$ cat src/rtl/credit_tx_if.sv
`default_nettype none
// ============================================================================
//  Module   : credit_tx_if
//  Purpose  : Bundles the upstream handshake, the send channel toward the
//             receiver and the receiver's credit signals for credit_tx.
//  Ports    : s_valid/s_ready/s_data    upstream word handshake
//             tx_valid/tx_data          registered send strobe and data
//             crd_init_valid/value      initial credit advertisement
//             crd_return                one-credit return pulse
//  Modports : master = environment side, slave = credit_tx side
//  Revision : 1.0  initial release
// ============================================================================
interface credit_tx_if #(
  parameter int DATA_WIDTH  = 32,
  parameter int MAX_CREDITS = 8
);
  localparam int CRED_W = $clog2(MAX_CREDITS + 1);

  logic                  s_valid;
  logic                  s_ready;
  logic [DATA_WIDTH-1:0] s_data;
  logic                  tx_valid;
  logic [DATA_WIDTH-1:0] tx_data;
  logic                  crd_init_valid;
  logic [CRED_W-1:0]     crd_init_value;
  logic                  crd_return;

  modport master (
    output s_valid, s_data, crd_init_valid, crd_init_value, crd_return,
    input  s_ready, tx_valid, tx_data
  );

  modport slave (
    input  s_valid, s_data, crd_init_valid, crd_init_value, crd_return,
    output s_ready, tx_valid, tx_data
  );
endinterface
`default_nettype wire

$ cat src/rtl/credit_tx.sv
`default_nettype none
// ============================================================================
//  Module   : credit_tx
//  Purpose  : Credit-based sender. Waits for the receiver to advertise a
//             credit pool, then forwards one upstream word per available
//             credit as a registered single-cycle strobe. Returned credits
//             refill the pool; a return beyond the pool saturates and sets a
//             sticky overflow flag.
//  Ports    : clk          clock, rising edge
//             rst_n        synchronous active-low reset
//             bus          credit_tx_if.slave (handshake, send, credit signals)
//             credit_count credits currently available
//             credit_limit pool size latched at init
//             active       high in ACTIVE state
//             err_overflow sticky credit-overflow flag
//  Revision : 1.0  initial release
// ============================================================================
module credit_tx #(
  parameter int  DATA_WIDTH  = 32,
  parameter int  MAX_CREDITS = 8,
  localparam int CRED_W      = $clog2(MAX_CREDITS + 1)
) (
  input  wire logic               clk,
  input  wire logic               rst_n,
  credit_tx_if.slave              bus,
  output logic      [CRED_W-1:0]  credit_count,
  output logic      [CRED_W-1:0]  credit_limit,
  output logic                    active,
  output logic                    err_overflow
);

  localparam logic [CRED_W-1:0] c_max_credits = CRED_W'(MAX_CREDITS);
  localparam logic [CRED_W-1:0] c_one         = CRED_W'(1);

  typedef enum logic [0:0] {
    ST_INIT   = 1'b0,
    ST_ACTIVE = 1'b1
  } state_e;

  state_e                  state_q, state_d;
  logic [CRED_W-1:0]       credit_count_q, credit_count_d;
  logic [CRED_W-1:0]       credit_limit_q, credit_limit_d;
  logic                    err_overflow_q, err_overflow_d;
  logic                    tx_valid_q, tx_valid_d;
  logic [DATA_WIDTH-1:0]   tx_data_q, tx_data_d;

  logic                    w_active;
  logic                    w_ready;
  logic                    w_accept;
  logic                    w_ret;
  logic [CRED_W-1:0]       w_init_clamped;

  assign w_active = (state_q == ST_ACTIVE);
  // Ready looks only at registered credit state, so a return arriving while
  // the pool is empty opens the gate one cycle later, never the same cycle.
  assign w_ready  = w_active && (credit_count_q != '0);
  assign w_accept = bus.s_valid && w_ready;
  assign w_ret    = bus.crd_return && w_active;

  assign w_init_clamped = (bus.crd_init_value > c_max_credits) ? c_max_credits
                                                               : bus.crd_init_value;

  always_comb begin
    state_d        = state_q;
    credit_count_d = credit_count_q;
    credit_limit_d = credit_limit_q;
    err_overflow_d = err_overflow_q;
    tx_valid_d     = w_accept;
    tx_data_d      = w_accept ? bus.s_data : tx_data_q;

    case (state_q)
      ST_INIT: begin
        if (bus.crd_init_valid) begin
          state_d        = ST_ACTIVE;
          credit_count_d = w_init_clamped;
          credit_limit_d = w_init_clamped;
        end
      end
      ST_ACTIVE: begin
        // Simultaneous accept and return cancel out.
        if (w_accept && !w_ret) begin
          credit_count_d = credit_count_q - c_one;
        end else if (w_ret && !w_accept) begin
          if (credit_count_q == credit_limit_q) begin
            err_overflow_d = 1'b1;
          end else begin
            credit_count_d = credit_count_q + c_one;
          end
        end
      end
      default: state_d = ST_INIT;
    endcase
  end

  always_ff @(posedge clk) begin
    if (!rst_n) begin
      state_q        <= ST_INIT;
      credit_count_q <= '0;
      credit_limit_q <= '0;
      err_overflow_q <= 1'b0;
      tx_valid_q     <= 1'b0;
      tx_data_q      <= '0;
    end else begin
      state_q        <= state_d;
      credit_count_q <= credit_count_d;
      credit_limit_q <= credit_limit_d;
      err_overflow_q <= err_overflow_d;
      tx_valid_q     <= tx_valid_d;
      tx_data_q      <= tx_data_d;
    end
  end

  assign bus.s_ready   = w_ready;
  assign bus.tx_valid  = tx_valid_q;
  assign bus.tx_data   = tx_data_q;
  assign credit_count  = credit_count_q;
  assign credit_limit  = credit_limit_q;
  assign active        = w_active;
  assign err_overflow  = err_overflow_q;

endmodule
`default_nettype wire

$ cat src/flat_wrapper.sv
// flat-port wrapper written by rule: the top's interface ports become plain ports
module credit_tx_flat 
#(
  parameter int  DATA_WIDTH  = 32,
  parameter int  MAX_CREDITS = 8,
  localparam int CRED_W      = $clog2(MAX_CREDITS + 1)
)
  (clk, rst_n, credit_count, credit_limit, active, err_overflow, bus_s_valid, bus_s_data, bus_crd_init_valid, bus_crd_init_value, bus_crd_return, bus_s_ready, bus_tx_valid, bus_tx_data);
  credit_tx_if #(.DATA_WIDTH(DATA_WIDTH), .MAX_CREDITS(MAX_CREDITS)) bus_i ();
  input  wire logic clk;
  input  wire logic rst_n;
  output logic      [CRED_W-1:0] credit_count;
  output logic      [CRED_W-1:0] credit_limit;
  output logic active;
  output logic err_overflow;
  input wire logic [$bits(bus_i.s_valid)-1:0] bus_s_valid;
  input wire logic [$bits(bus_i.s_data)-1:0] bus_s_data;
  input wire logic [$bits(bus_i.crd_init_valid)-1:0] bus_crd_init_valid;
  input wire logic [$bits(bus_i.crd_init_value)-1:0] bus_crd_init_value;
  input wire logic [$bits(bus_i.crd_return)-1:0] bus_crd_return;
  output wire logic [$bits(bus_i.s_ready)-1:0] bus_s_ready;
  output wire logic [$bits(bus_i.tx_valid)-1:0] bus_tx_valid;
  output wire logic [$bits(bus_i.tx_data)-1:0] bus_tx_data;
  assign bus_i.s_valid = bus_s_valid;
  assign bus_i.s_data = bus_s_data;
  assign bus_i.crd_init_valid = bus_crd_init_valid;
  assign bus_i.crd_init_value = bus_crd_init_value;
  assign bus_i.crd_return = bus_crd_return;
  assign bus_s_ready = bus_i.s_ready;
  assign bus_tx_valid = bus_i.tx_valid;
  assign bus_tx_data = bus_i.tx_data;
  credit_tx #(.DATA_WIDTH(DATA_WIDTH), .MAX_CREDITS(MAX_CREDITS)) u_core (.clk(clk), .rst_n(rst_n), .bus(bus_i), .credit_count(credit_count), .credit_limit(credit_limit), .active(active), .err_overflow(err_overflow));
endmodule
$ cat config.mk
export PLATFORM = sky130hd
export DESIGN_NAME = credit_tx_flat
export DESIGN_NICKNAME = d
export VERILOG_FILES = /design/src/rtl/credit_tx_if.sv /design/src/rtl/credit_tx.sv /design/src/flat_wrapper.sv
export SDC_FILE = /design/constraint.sdc
export NUM_CORES = 1
export LEC_CHECK = 0
export ABC_AREA = 1
export CAP_MARGIN = 10
export CORE_ASPECT_RATIO = 1.75
export CORE_MARGIN = 1.5
export CORE_UTILIZATION = 42
export CTS_BUF_LIST = sky130_fd_sc_hd__clkbuf_2 sky130_fd_sc_hd__clkbuf_4 sky130_fd_sc_hd__clkbuf_8
export DETAILED_ROUTE_END_ITERATION = 8
export GPL_TIMING_DRIVEN = 0
export PLACE_DENSITY = 0.93
export SETUP_SLACK_MARGIN = 0.05
export SKIP_LAST_GASP = 1
export SLEW_MARGIN = 20
export SYNTH_ARGS = -nofsm -noshare
export SYNTH_HDL_FRONTEND = slang
export SYNTH_SLANG_ARGS = --single-unit
$ cat constraint.sdc
create_clock -name clk -period 2.5 [get_ports clk]
set_clock_uncertainty 0.05 [all_clocks]
set_input_delay 0.25 -clock clk [delete_from_list [all_inputs] [get_ports clk]]
set_output_delay 0.25 -clock clk [all_outputs]
set_load 0.05 [all_outputs]
; Yosys cells after proc, flatten, opt, wreduce, memory -nomap -nowiden
; Index checks and enable logic that the tools add are counted.
[totals]
input_bits = 41
register_bits = 43
[classes]
addsub = 2
n_reduce_logical = 11
magnitude_cmp = 1
n_bitwise = 2
muxes = 8
eq_ne = 4
[op_table]
columns = op, n
row1 = $mux 4, 5
row2 = $pmux 4 s2, 1
row3 = $ne 3x3->1 const B, 2
row4 = $logic_and 1x1->1, 5
row5 = $add 4x1->4 const B, 1
row6 = $eq 4x4->1, 1
row7 = $gt 4x4->1 const B, 1
row8 = $reduce_and 4->1, 1
row9 = $reduce_bool 4->1, 1
row10 = $sub 4x1->4 const B, 1
row11 = $reduce_and 3->1, 1
row12 = $logic_not 1->1, 2
row13 = $mux 1, 2
row14 = $ne 2x2->1 const B, 1
row15 = $not 1->1, 2
row16 = $reduce_and 2->1, 1

; Longest topological paths before layout
; Gate-level depths: netlist of the first run.
[depth]
depth_word = 8
mapped_depth = 17
mapped_depth_nobuf = 16

; Least setup slack after synthesis of the first run
; No wires, ideal clock.
[synth_path]
kind = reg-to-reg
from = reg u_core.credit_count_q[2], in the netlist u_core.credit_count[2]
to = reg u_core.credit_count_q[2], in the netlist u_core.credit_count[2]
path_buffers = 1
arrival_time_ns = 2.583
setup_slack_ns = -0.249
synth_period_minus_slack_ns = 2.749
path_stages_with_launch = 15
required_time_ns = 2.334
cell_sequence = dfxtp_1 > inv_1 > nand3_2 > o21ai_2 > inv_2 > nand2_4 > inv_4 > buf_4 > ha_1 > inv_1 > fa_1 > xor2_1 > o21ai_0 > o21ai_0 > nor2_1
[synth_between]
elab_chain_cells = 7
elab_cells_between_ends = 16
classes_between = 2 x add/sub / 3 x eq/ne / 4 x mux / 7 x reduce/logical
[synth_lines]
columns = item, line_no
row1 = from (decl), credit_tx.sv:41  ; logic [CRED_W-1:0] credit_count_q, credit_count_d;
row2 = from (signal assigned), credit_tx.sv:105  ; credit_count_q <= credit_count_d;
row3 = $reduce_bool 4->1 (*), credit_tx.sv:56  ; assign w_ready = w_active && (credit_count_q != '0);
row4 = $logic_and 1x1->1 (*), credit_tx.sv:56
row5 = net bus_s_ready, flat_wrapper.sv:21  ; output wire logic [$bits(bus_i.s_ready)-1:0] bus_s_ready;
row6 = $logic_and 1x1->1 (*), credit_tx.sv:57  ; assign w_accept = bus.s_valid && w_ready;
row7 = net u_core.tx_valid_d, credit_tx.sv:44  ; logic tx_valid_q, tx_valid_d;
row8 = $logic_not 1->1, credit_tx.sv:83  ; end else if (w_ret && !w_accept) begin
row9 = $logic_and 1x1->1, credit_tx.sv:83
row10 = $ne 3x3->1 (no source line), -
row11 = $reduce_and 3->1 (no source line), -
; Mark *: on every way through the listed nets, which the timed path passes. The rest lies on a longest branch. The select of a mux whose other input is x is not followed.
; A chain may end at the register's enable or synchronous reset.

; Worst setup path after layout of the first run
[layout_path]
from = reg u_core.credit_count_q[3], in the netlist u_core.credit_count[3]
to = reg u_core.credit_count_q[2], in the netlist u_core.credit_count[2]
[layout_between]
elab_chain_cells = 7
elab_cells_between_ends = 12
classes_between = 3 x eq/ne / 2 x mux / 7 x reduce/logical
[layout_lines]
columns = item, line_no
row1 = $reduce_bool 4->1, credit_tx.sv:56
row2 = $logic_and 1x1->1, credit_tx.sv:56
row3 = $logic_and 1x1->1, credit_tx.sv:57
row4 = $logic_not 1->1, credit_tx.sv:83
row5 = $logic_and 1x1->1, credit_tx.sv:83
row6 = $ne 3x3->1 (no source line), -
row7 = $reduce_and 3->1 (no source line), -
; Parallel ways exist; a longest one is shown, timed or not.

==> reports/qor.csv, run 1 <==
metric;value;unit
worstSkewPairLatency;300;ps
holdPathStages;2;
fin_area;2830;sq um
path_depth;13;
max_slew_margin;0.639;
cp.arrival;2350;ps
die-width;52.4;um
vias_per_cell;4.97;
yosys-top-cells-area;dfxtp_1, nand2_1, a21oi_1;
synth_area_per_cell;7.57;sq um
period_needed;2210;ps
area.growth.synth_to_final;57.7;%
ctsRootBufferMaster;clkbuf_8;
worstRegToRegCells;13;
dr.pass1.iters;4;
fillers;344;
wl;4950;um
hold_ws;417;ps
groute.usage.overall;0.219;
syn_inst;237;
seq_area_frac_synth;0.480;
setup_violations;0;
hpwl;3880;um
nets;373;
fin_setup_tns;0;ps
clkTransAtPathRegs;90;ps
drive_above_1_share;0.104;
slowest_stage;dfxtp_2;
start_util;0.436;
power_density;601;nW/um^2
drtAntennaViolNets;0;
crit_fanout;15;
rows;31;
synth-edff-count;0;
port-buffer-count;84;
leakage;1.05;nW
routedWlPerCell;13.1;um
h-tree-depth;2;
max_freq;453;MHz
cp.required;2640;ps
start_kind;flip-flop;
endpoint_kind;flip-flop;
synth_top_area_frac;0.480;
ys_warn_count;0;
synth.top_cells.by_count;nand2_1, dfxtp_1, a21oi_1, nor2_1, inv_1;
cp_num_buf_inv;4;
netlist_area;1790;sq um
ys_async_sr_fraction;0;
grt_pass1_vias;1807;
cts_sinks;43;
cpPeakStageDelay;390;ps
tightest_slew;540;ps
yosys.area.top_type;dfxtp_1;
synth_fp_nets;283;
antenna_found_initial;0;
ir_drop;0.000639;V
crit_end;u_core.credit_count[2];
reg2reg_setup_slack;290;ps
multi_input_area;842;sq um
status;complete, no violations;
vias;1872;
gp_congestion;0.865;
max-cap-violations;0;
gr-total-overflow;0;
numCtsBuffers;5;
rsz0062_at_grt;no;
critPathLaunch;u_core.credit_count[3];
cts_max_path_buffers;2;
crit_chain;inv_2 > nand3_2 > o21ai_4 > inv_4 > nand2_4 > inv_4 > ha_4 > inv_1 > fa_1 > xor2_1 > o21ai_0 > o21ai_0 > nor2_1;
post-route-period-util;0.882;
r2r-end;u_core.credit_count[2];
synth_seq_cells;43;
cts_hold_buf;0;
grt_first_pass_wirelength;7730;um
critical_path.top_delay_family;adder cells;
hp-class;reg -> reg;
grt_max_degree;16;
pin_count;85;
r2r_start;u_core.credit_count[3];
first_iter_violations;47;
total_power;1.70;mW
tritoncts;done;
finalHoldViolations;0;
finalMaxSlewViolations;0;
antennaDiodeCount;0;
dieArea;4690;sq um
die_h;89.4;um
coreArea;4110;sq um
synthFlopType;dfxtp_1;
layout.area.seq;870;sq um
ys_types;24;
drc;0;
path_class;reg -> reg;
synth_most_common_cell;nand2_1;
postPlaceCellArea;2710;sq um
flip-flops by register name, indices dropped and copies added, names as in the netlist:
signal and cells:
u_core.credit_limit 4, u_core.err_overflow 1, u_core.active 1, u_core.credit_count 4, u_core.bus.tx_valid 1, u_core.bus.tx_data 32
report_power, final:
part           switching, mW  total [mW]  internal, mW
registers             0.0326       0.758         0.725
logic                  0.295       0.489         0.194
clock network          0.254       0.454         0.200
total                  0.582        1.70          1.12
worst min-delay path by stage:
stage,from,end,slack [ps]
after global placement,u_core.err_overflow,u_core.err_overflow,390
after detailed placement,u_core.bus.tx_data[2],u_core.bus.tx_data[2],400
after global routing,u_core.bus.tx_data[25],u_core.bus.tx_data[25],430
after floorplan,bus_crd_init_valid,u_core.active,330
final,u_core.bus.tx_data[7],u_core.bus.tx_data[7],420
after CTS,u_core.bus.tx_data[2],u_core.bus.tx_data[2],420
area by class of cell:
cell class	count	share of cell area
flip-flops and latches	43	0.308
multi-input cells	168	0.298
repair buffers	84	0.297
clock buffers	5	0.0243
inverters	15	0.0217
well taps	49	0.0217
plain buffers	10	0.0212
clock inverters	3	0.00841
worst reg2reg max path, delay by kind of cell (launching register included):
kind | cells | cell delay (ps)
buffers and inverters | 4 | 390
AND/OR/NAND/NOR | 3 | 220
flip-flops | 1 | 390
XOR/XNOR | 1 | 160
adder cells (fa/ha/maj) | 2 | 580
AO/OA/AOI/OAI | 3 | 330
metal layers:
| metal | global-route usage | part of all wire | wire, um |
|---|---|---|---|
| met1 | 0.218 | 0.35 | 1740 |
| met2 | 0.414 | 0.57 | 2800 |
| met3 | 0.0435 | 0.049 | 244 |
| met4 | 0.107 | 0.033 | 164 |
| met5 | 0 | 0 | 0 |
cells by family after synthesis:
| kind of cell | Yosys count | synth area share |
|---|---|---|
| AND/OR/NAND/NOR | 113 | 0.255 |
| AO/OA/AOI/OAI | 49 | 0.151 |
| flip-flops | 43 | 0.480 |
| buffers and inverters | 26 | 0.0705 |
| adder cells (fa/ha/maj) | 5 | 0.0391 |
| XOR/XNOR | 1 | 0.00489 |
per-stage QoR:
stage / utilization / cells / setup WS (ps)
finish: 0.688 / 377 / 294
global route: 0.688 / 377 / 111
CTS: 0.684 / 378 / 61.5
detailed placement: 0.658 / 370 / 2.00
global placement: 0.658 / 370 / 9.93
floorplan: - / 237 / 67.4
layout by cell type (no fill, tap or decap):
cell type and n:
inv_1 11, nand2_1 89, nand2_2 1, o2bb2ai_1 2
a21boi_2 1, o21ai_0 5, dfxtp_4 1, nor3_1 1
dfxtp_1 38, nand3_1 5, a21oi_2 2, dfxtp_2 4
clkbuf_1 4, fa_1 1, ha_1 2, clkbuf_8 5
a32oi_1 1, o21ai_4 1, inv_4 2, xor2_1 1
nand3_2 2, nor2_2 1, nor2_1 13, ha_4 2
clkinvlp_4 2, nand2_4 1, inv_6 1, buf_4 6
a21oi_1 37, inv_2 2, clkdlybuf4s50_1 84
what timing repair did:
item | 4_1_cts | 5_1_grt
setup buffers | 0 | 0
setup endpoints to repair | 1 | 3
hold endpoints to repair | 0 | 0
gates resized for setup | 2 | 3
No activity file was read; power rests on OpenSTA's default activity.
==> run 2: changes to the inputs <==
- CORE_MARGIN: 1.5 -> default
==> run 2 against run 1 <==
Effect of this change:
- critical endpoint unchanged
- design area is essentially flat
- die area shrank 3.0%
- largest power group unchanged
- non-clock buffer count unchanged
- final cell count is the same
==> reports/qor.csv, run 2 (synthesis results as in run 1) <==
metric;value;unit;change
drtAntennaViolNets;0;;unchanged
cp.arrival;2350;ps;about the same
dieArea;4540;sq um;-3.0%
layout.cells.most_common_list;nand2_1, clkdlybuf4s50_1, dfxtp_1;;
antennaDiodeCount;0;;unchanged
fin_area;2830;sq um;about the same
path_class;reg -> reg;;
place_ws;-52.9;ps;-54.9 ps
critical_path.top_delay_family;adder cells;;
cp_num_buf_inv;4;;unchanged
cts_resized;2;;unchanged
wl;4980;um;+0.48%
finalNonFillerCells;377;;unchanged
tritoncts;done;;
gr-total-overflow;0;;unchanged
post-route-period-util;0.881;;-0.00162
numCtsBuffers;5;;unchanged
gp_congestion;0.904;;+4.5%
cts_setup_buffers;0;;unchanged
wl_met1;1800;um;+3.6%
start_kind;flip-flop;;
rsz0062_at_grt;no;;
hold_ws;403;ps;-14.5 ps
highest_layer;met4;;
hpwl;3820;um;-1.4%
port-buffer-count;84;;unchanged
cts_max_path_buffers;2;;unchanged
grt_first_pass_wirelength;7490;um;-3.1%
groute.usage.overall;0.221;;+0.00217
start_util;0.436;;unchanged
setup_violations;0;;unchanged
crit_chain;inv_1 > nand3_2 > o21ai_4 > inv_4 > nand2_4 > inv_4 > ha_4 > inv_1 > fa_1 > xor2_1 > o21ai_0 > o21ai_1 > nor2_1;;
coreArea;4110;sq um;unchanged
timing.final.ws_setup;298;ps;+4.05 ps
max_slew_margin;0.623;;-0.0156
max_freq;454;MHz;+0.18%
wl_met2;2820;um;+0.46%
die-width;51.4;um;-1.9%
crit_fanout;15;;unchanged
pin_count;85;;unchanged
status;complete, no violations;;
ctsRootBufferMaster;clkbuf_8;;
drive_above_1_share;0.104;;unchanged
max-cap-violations;0;;unchanged
grt_pass1_vias;1701;;-5.9%
rows;31;;unchanged
tightest_slew;563;ps;+23.4 ps
final_util;0.687;;about the same
total_power;1.69;mW;-0.81%
cpPeakStageDelay;410;ps;+20 ps
routedWlPerCell;13.2;um;+0.48%
dr.pass1.iters;4;;unchanged
largest_register_ffs;32;;unchanged
clkTransAtPathRegs;80;ps;about the same
leakage;1.05;nW;+0.40%
ir_drop;0.000541;V;-15%
finalMaxSlewViolations;0;;unchanged
die_h;88.4;um;-1.1%
worstSkewPairLatency;290;ps;about the same
first_iter_violations;36;;-23%
slowest_stage;fa_1;;
drc;0;;unchanged
endpoint_kind;flip-flop;;
wl_met3;194;um;-20%
nets;373;;unchanged
power_density;597;nW/um^2;-0.77%
antenna_found_initial;0;;unchanged
fin_setup_tns;0;ps;unchanged
period_needed;2200;ps;-4.05 ps
cts_sinks;43;;unchanged
postPlaceCellArea;2710;sq um;unchanged
grt_max_degree;14;;-2
vias;1864;;-0.43%
vias_per_cell;4.94;;-0.43%
cts_hold_buf;0;;unchanged
hp-class;reg -> reg;;
area.growth.synth_to_final;57.6;%;about the same
reg2reg_setup_slack;300;ps;about the same
finalHoldViolations;0;;unchanged
final_common_cell;nand2_1;;
cp.required;2640;ps;about the same
place_inst;370;;unchanged
h-tree-depth;2;;unchanged
==> run 2: cell count changes in the layout (fill, tap and decap cells not counted), sizes merged <==
cell | before | now
inv | 16 | 15
clkinv | 0 | 1
clkinvlp | 2 | 1
clkbuf | 9 | 10
==> run 2: worst paths after layout <==
check                                             from                endpoint  cells past startpoint
worst max-delay path            u_core.credit_count[2]  u_core.credit_count[2]                     13
worst min-delay path               u_core.err_overflow     u_core.err_overflow                      2
worst max register to register  u_core.credit_count[2]  u_core.credit_count[2]                     13
worst min register to register     u_core.err_overflow     u_core.err_overflow                      2
==> run 2: area by class of cell <==
cell class,instances,area (sq um)
Clock inverter,2,12.5
Multi-Input combinational cell,168,842
Inverter,15,61.3
Timing Repair Buffer,84,841
Tap cell,49,61.3
Clock buffer,6,76.3
Fill cell,341,1280
Buffer,10,60.1
Sequential cell,43,872
==> run 2: power breakdown <==
group	internal (mW)	switching [mW]
clock	0.206	0.231
combinational	0.194	0.297
sequential	0.725	0.0337
==> run 2: tightest hold or removal path, stage by stage, from the launching register on <==
cell and delay (ps):
dfxtp_1 310, inv_1 50, a21oi_1 50
==> run 2: metal layers <==
layer | global-route usage | up-vias
li1 | - | 934
met1 | 0.215 | 847
met2 | 0.429 | 68
met3 | 0.0344 | 15
met4 | 0.113 | 0
met5 | 0 | -
==> run 3: changes to the inputs <==
- MAX_ROUTING_LAYER: default -> met4
==> run 3 against run 2 <==
Effect of this change:
- sequential share of layout area is 0.47 points lower
- clock-buffer cell count is 1 lower
- combinational power is 2% higher
- sequential power hardly changed
- fmax is 4.9% lower
- power is 6.6% higher
- design area is 1.2% higher
- worst hold slack worse by 1.4 ps
- clock power is 24% higher
- routed wire length is 2.2% higher
- largest power group unchanged
==> reports/qor.csv, run 3 (synthesis results as in run 1) <==
metric;value;unit;change
crit_fanout;10;;-5
period_needed;2310;ps;+112 ps
gr-total-overflow;0;;unchanged
top_usage_layer;met2;;
coreArea;4110;sq um;unchanged
power_density;628;nW/um^2;+5.3%
grt_pass1_vias;1808;;+6.3%
port-buffer-count;84;;unchanged
fin_area;2860;sq um;+1.2%
tightest_slew;563;ps;+0.0836 ps
vias;1869;;+0.27%
dr.pass1.iters;4;;unchanged
rsz0062_at_grt;no;;
r2r-end;u_core.credit_count[1];;
max_freq;432;MHz;-4.9%
start_util;0.436;;unchanged
met2_usage;0.455;;+0.0260
critical_path.top_delay_family;adder cells;;
fillers;331;;-2.9%
tritoncts;done;;
endpoint_kind;flip-flop;;
ctsRootBufferMaster;clkbuf_8;;
leakage;1.07;nW;+1.9%
cts_max_path_buffers;2;;unchanged
met3_usage;0.0395;;+0.00515
cp_num_buf_inv;5;;+1
antenna_found_initial;0;;unchanged
hp-class;reg -> reg;;
finalHoldViolations;0;;unchanged
drtAntennaViolNets;0;;unchanged
finalNonFillerCells;378;;+0.27%
max-cap-violations;0;;unchanged
numCtsBuffers;5;;unchanged
layout.cells.most_common_list;nand2_1, clkdlybuf4s50_1, dfxtp_1;;
pin_count;85;;unchanged
slowest_stage;fa_1;;
path_class;reg -> reg;;
rows;31;;unchanged
drive_above_1_share;0.112;;+0.00880
gp_congestion;0.896;;-0.90%
place_inst;370;;unchanged
cpMostUsedCell;inv_4;;
die_h;88.4;um;unchanged
post-route-period-util;0.926;;+0.0450
antennaDiodeCount;0;;unchanged
wl;5090;um;+2.2%
cpPeakStageDelay;460;ps;+50 ps
hpwl;3930;um;+2.9%
largest_register_ffs;32;;unchanged
drc;0;;unchanged
crit_chain;inv_1 > nand3_2 > o21ai_4 > inv_4 > nand2_4 > inv_4 > buf_4 > ha_4 > inv_2 > fa_1 > o2bb2ai_2 > o21ai_0 > nor2_1;;
min-delay-start;u_core.err_overflow;;
routedWlPerCell;13.5;um;+1.9%
status;complete, no violations;;
crit_end;u_core.credit_count[1];;
setup_violations;0;;unchanged
reg2reg_setup_slack;190;ps;-110 ps
grt_first_pass_wirelength;7930;um;+5.9%
nets;374;;+0.27%
path_depth;13;;unchanged
die-width;51.4;um;unchanged
final_common_cell;nand2_1;;
grt_max_degree;15;;+1
area.growth.synth_to_final;59.6;%;
worstSkewPairLatency;300;ps;about the same
clkTransAtPathRegs;90;ps;about the same
finalMaxSlewViolations;0;;unchanged
postPlaceCellArea;2710;sq um;unchanged
cp.required;2680;ps;+40 ps
dieArea;4540;sq um;unchanged
worstRegToRegCells;13;;unchanged
ir_drop;0.000523;V;-3.4%
cts_sinks;43;;unchanged
start_kind;flip-flop;;
h-tree-depth;2;;unchanged
fin_setup_tns;0;ps;unchanged
cp.arrival;2490;ps;+140 ps
r2r_start;u_core.credit_count[2];;
use_met1;0.222;;+0.00681
groute.usage.overall;0.244;;+0.0237
first_iter_violations;43;;+19%
critPathLaunch;u_core.credit_count[2];;
max_slew_margin;0.623;;about the same
vias_per_cell;4.94;;about the same
==> run 3: cell types whose count changed in the layout (fill, tap and decap cells not counted) <==
cell        before  now
inv_2            2    3
clkinv_4         0    1
dfxtp_4          2    1
bufinv_16        0    1
buf_4            6    7
clkbuf_4         1    0
dfxtp_2          3    4
inv_1           11   10
clkinvlp_4       1    0
o2bb2ai_2        0    1
o2bb2ai_1        2    1
==> run 3: cell type report <==
cell class	instances	area, sq um	share of cell area
flip-flops and latches	43	870	0.304
multi-input cells	168	848	0.296
repair buffers	84	841	0.294
clock buffers	5	68.8	0.0240
plain buffers	11	67.6	0.0236
inverters	15	61.3	0.0214
well taps	49	61.3	0.0214
clock inverters	3	43.8	0.0153
==> run 3: metrics by stage <==
step / worst slack, ps / utilization / total power [mW] / hold WS, ps
after CTS: 56.9 / 0.686 / 1.79 / 407
after global routing: 52.3 / 0.696 / 1.88 / 431
after floorplan: 67.4 / - / 1.06 / 325
after global placement: 36.2 / 0.658 / 1.24 / 391
final: 186 / 0.696 / 1.80 / 401
after detailed placement: -5.10 / 0.658 / 1.25 / 394
==> run 3: worst register-to-register path, stage by stage, from the launching register on <==
cell and delay (ps):
dfxtp_4 370, inv_1 90, nand3_2 100, o21ai_4 160, inv_4 60, nand2_4 110
inv_4 60, buf_4 180, ha_4 200, inv_2 80, fa_1 460, o2bb2ai_2 140
o21ai_0 90, nor2_1 100
==> run 3: worst min path at each step <==
stage / end / cells past startpoint
after global routing: u_core.bus.tx_data[24] / 2
final: u_core.err_overflow / 2
after detailed placement: u_core.err_overflow / 2
after CTS: u_core.err_overflow / 2
after global placement: u_core.err_overflow / 2
after floorplan: u_core.active / 2
==> run 3: where the power goes <==
part | switching [mW] | internal (mW) | total [mW]
clock network | 0.242 | 0.297 | 0.540
logic | 0.301 | 0.198 | 0.499
registers | 0.0338 | 0.725 | 0.759
==> run 3: timing repair <==
item                                    in CTS  in global routing
endpoints found under the setup margin       1                  3
buffers inserted                             0                  0
resized for setup                            1                  7
hold buffers                                 0                  0
pin swaps                                    1                  2
==> run 3: per-layer routing <==
layer | share of wire | vias to the layer above
met2 | 0.57 | 69
met5 | 0 | -
met1 | 0.36 | 847
li1 | - | 936
met3 | 0.030 | 17
met4 | 0.040 | 0
==> edit: new RTL, settings of run 3 <==
`MAX_CREDITS` is set to 8 in 3 places; all go to 4.
--- a/src/rtl/credit_tx_if.sv
+++ b/src/rtl/credit_tx_if.sv
@@ -13,5 +13,5 @@
 interface credit_tx_if #(
   parameter int DATA_WIDTH  = 32,
-  parameter int MAX_CREDITS = 8
+  parameter int MAX_CREDITS = 4
 );
   localparam int CRED_W = $clog2(MAX_CREDITS + 1);
--- a/src/rtl/credit_tx.sv
+++ b/src/rtl/credit_tx.sv
@@ -18,5 +18,5 @@
 module credit_tx #(
   parameter int  DATA_WIDTH  = 32,
-  parameter int  MAX_CREDITS = 8,
+  parameter int  MAX_CREDITS = 4,
   localparam int CRED_W      = $clog2(MAX_CREDITS + 1)
 ) (
--- a/src/flat_wrapper.sv
+++ b/src/flat_wrapper.sv
@@ -3,5 +3,5 @@
 #(
   parameter int  DATA_WIDTH  = 32,
-  parameter int  MAX_CREDITS = 8,
+  parameter int  MAX_CREDITS = 4,
   localparam int CRED_W      = $clog2(MAX_CREDITS + 1)
 )
Interface: changed (resized bus_crd_init_value, credit_count and credit_limit); port bits go from 85 to 82. The function was not compared with the original's and may differ.
==> edit against run 3 <==
  * Die area shrank 4.1%
  * Count of clock-buffer cells in the layout grew 1
  * Power shrank 13%
  * Wire length shrank 15%
  * Final area shrank 5.9%
  * Hold slack is essentially flat
  * Sequential cell count shrank 2
  * Area after synthesis shrank 4.2%
  * Synthesized cell count shrank 5.5%
  * Setup slack gained 0.088 ns
  * Critical endpoint is now u_core.credit_count[2]
==> edit: results (changes against run 3) <==
status=completed; DP Area=2600 sq um (-3.8%); vias in the first global route=1677 (-7.2%); reg2reg start=u_core.credit_count[1]; layout cells sized above 1=15.1% (+3.8 points); Post-Route WL=4.34 mm (-15%); R2R cell count=16 (+3); Vias/cell=4.76 (-3.7%); Area Growth Syn to Fin=56.8%; hold depth=2 (unchanged); critical path startpoint category=flop; max-slew violation count=0 (unchanged); Leak Pwr=1.01 nW (-6.1%); CP max stage delay=0.37 ns (-0.09 ns); Net Count, Synth=267 (-5.7%); ys flop type=dfxtp_1; number of inserted diodes=0 (unchanged); terminus of the critical flop-to-flop path=u_core.credit_count[2]; clk buf depth=2 (unchanged); nets@finish=354 (-5.3%); worst-skew pair later-pin latency=between 0.2 and 0.3 ns; VDD IR-drop max=470 uV (-10%); maximum net fanout on the critical path=15 (+5); worst hold margin=0.401 ns (+0.0000350 ns); Post-synth top cells=nand2_1 (80), dfxtp_1 (41), a21oi_1 (29), inv_1 (13); Synth Area in Compound Gates=15.4% (+0.37 points); CTS Root Cell=clkbuf_8; total track usage=22.0% (-2.4 points); largest net degree at the start of global routing=14 (-1); mux share of post-synthesis cell area=0% (unchanged); Clk pin slew, worst setup/hold paths=0.07 ns (-0.02 ns); initial antenna violation count=0 (unchanged); Netlist cell types=22 (-8.3%); Num CTS Buffers=5 (unchanged); Yosys Warn Count=0 (unchanged); slowest CP cell=fa_1; setup bufs post-CTS=0 (unchanged); fraction of the mapped netlist area in adder cells=2.62% (-1.3 points); worst min-delay path startpoint=u_core.err_overflow; DRC=0 (unchanged); Routability Congestion=0.842 (-6.1%); r2r setup slk=0.27 ns (+0.09 ns); first-pass GRT wire length=7.13 mm (-10%); register area share after synthesis=47.8% (-0.23 points); CP delay by family, top=simple AND/OR/NAND/NOR gates; Fillers=316 (-4.5%); Routed WL per cell=12.1 microns (-10%); xor and xnor area share after synthesis=0% (-0.49 points); I/O Buffers=81 (-3.6%); 1st-pass router iterations=4 (unchanged); DP HPWL=3.35 mm (-15%); Syn Inst Count=224 (-5.5%); max reg flops=32 (unchanged); Slew HR=55.4% (-6.9 points); hold endpoint=u_core.err_overflow; ranking of synthesized cells by area=dfxtp_1 (48%), nand2_1 (17%), a21oi_1 (8.4%); 1st-iter DRT viols=60 (+40%); htree depth=2 (unchanged)
[edit: what timing repair did]
item,in CTS,in global routing
gates resized for setup,0,2
endpoints found under the setup margin,0,2
endpoints found under the hold margin,0,0
[edit: worst max path at each step]
stage / slack (ns) / endpoint / depth (start not counted)
2_1_floorplan: 0.07 / u_core.credit_count[2] / 18
3_3_place_gp: 0.1 / u_core.credit_count[2] / 15
3_5_place_dp: 0.05 / u_core.credit_count[2] / 14
4_1_cts: 0.11 / u_core.credit_count[1] / 13
5_1_grt: 0.06 / u_core.credit_count[2] / 16
6_report: 0.27 / u_core.credit_count[2] / 16
[edit: per-stage QoR]
step | worst slack (ns) | power, mW
floorplan | 0.0741 | 0.967
global placement | 0.0968 | 1.12
detailed placement | 0.0483 | 1.13
CTS | 0.114 | 1.58
global route | 0.0617 | 1.63
finish | 0.274 | 1.56
[edit: power by group]
part | leakage (nW) | switching, mW | internal, mW
logic | 0.623 | 0.243 | 0.162
registers | 0.335 | 0.0226 | 0.686
clock network | 0.0512 | 0.226 | 0.224
[edit: routing by layer]
metal  vias to the layer above  GRT usage [%]  part of all wire (%)
li1                        876              -                     -
met1                       771           21.1                    37
met2                        56           41.1                    56
met3                        11           4.04                   4.8
met4                         0           10.4                   2.5
met5                         -              -                     0
[edit: worst min-delay path, cell delays in order, from the launching register on]
cell and delay [ns]:
dfxtp_1 0.31, inv_1 0.04, a21oi_1 0.05
[edit: final cells by class]
type | count | share of cell area (%)
inverters | 18 | 2.88
clock buffers | 6 | 3.07
well taps | 48 | 2.23
repair buffers | 81 | 30.1
clock inverters | 2 | 0.511
plain buffers | 9 | 2.18
multi-input cells | 155 | 28.1
flip-flops and latches | 41 | 30.9
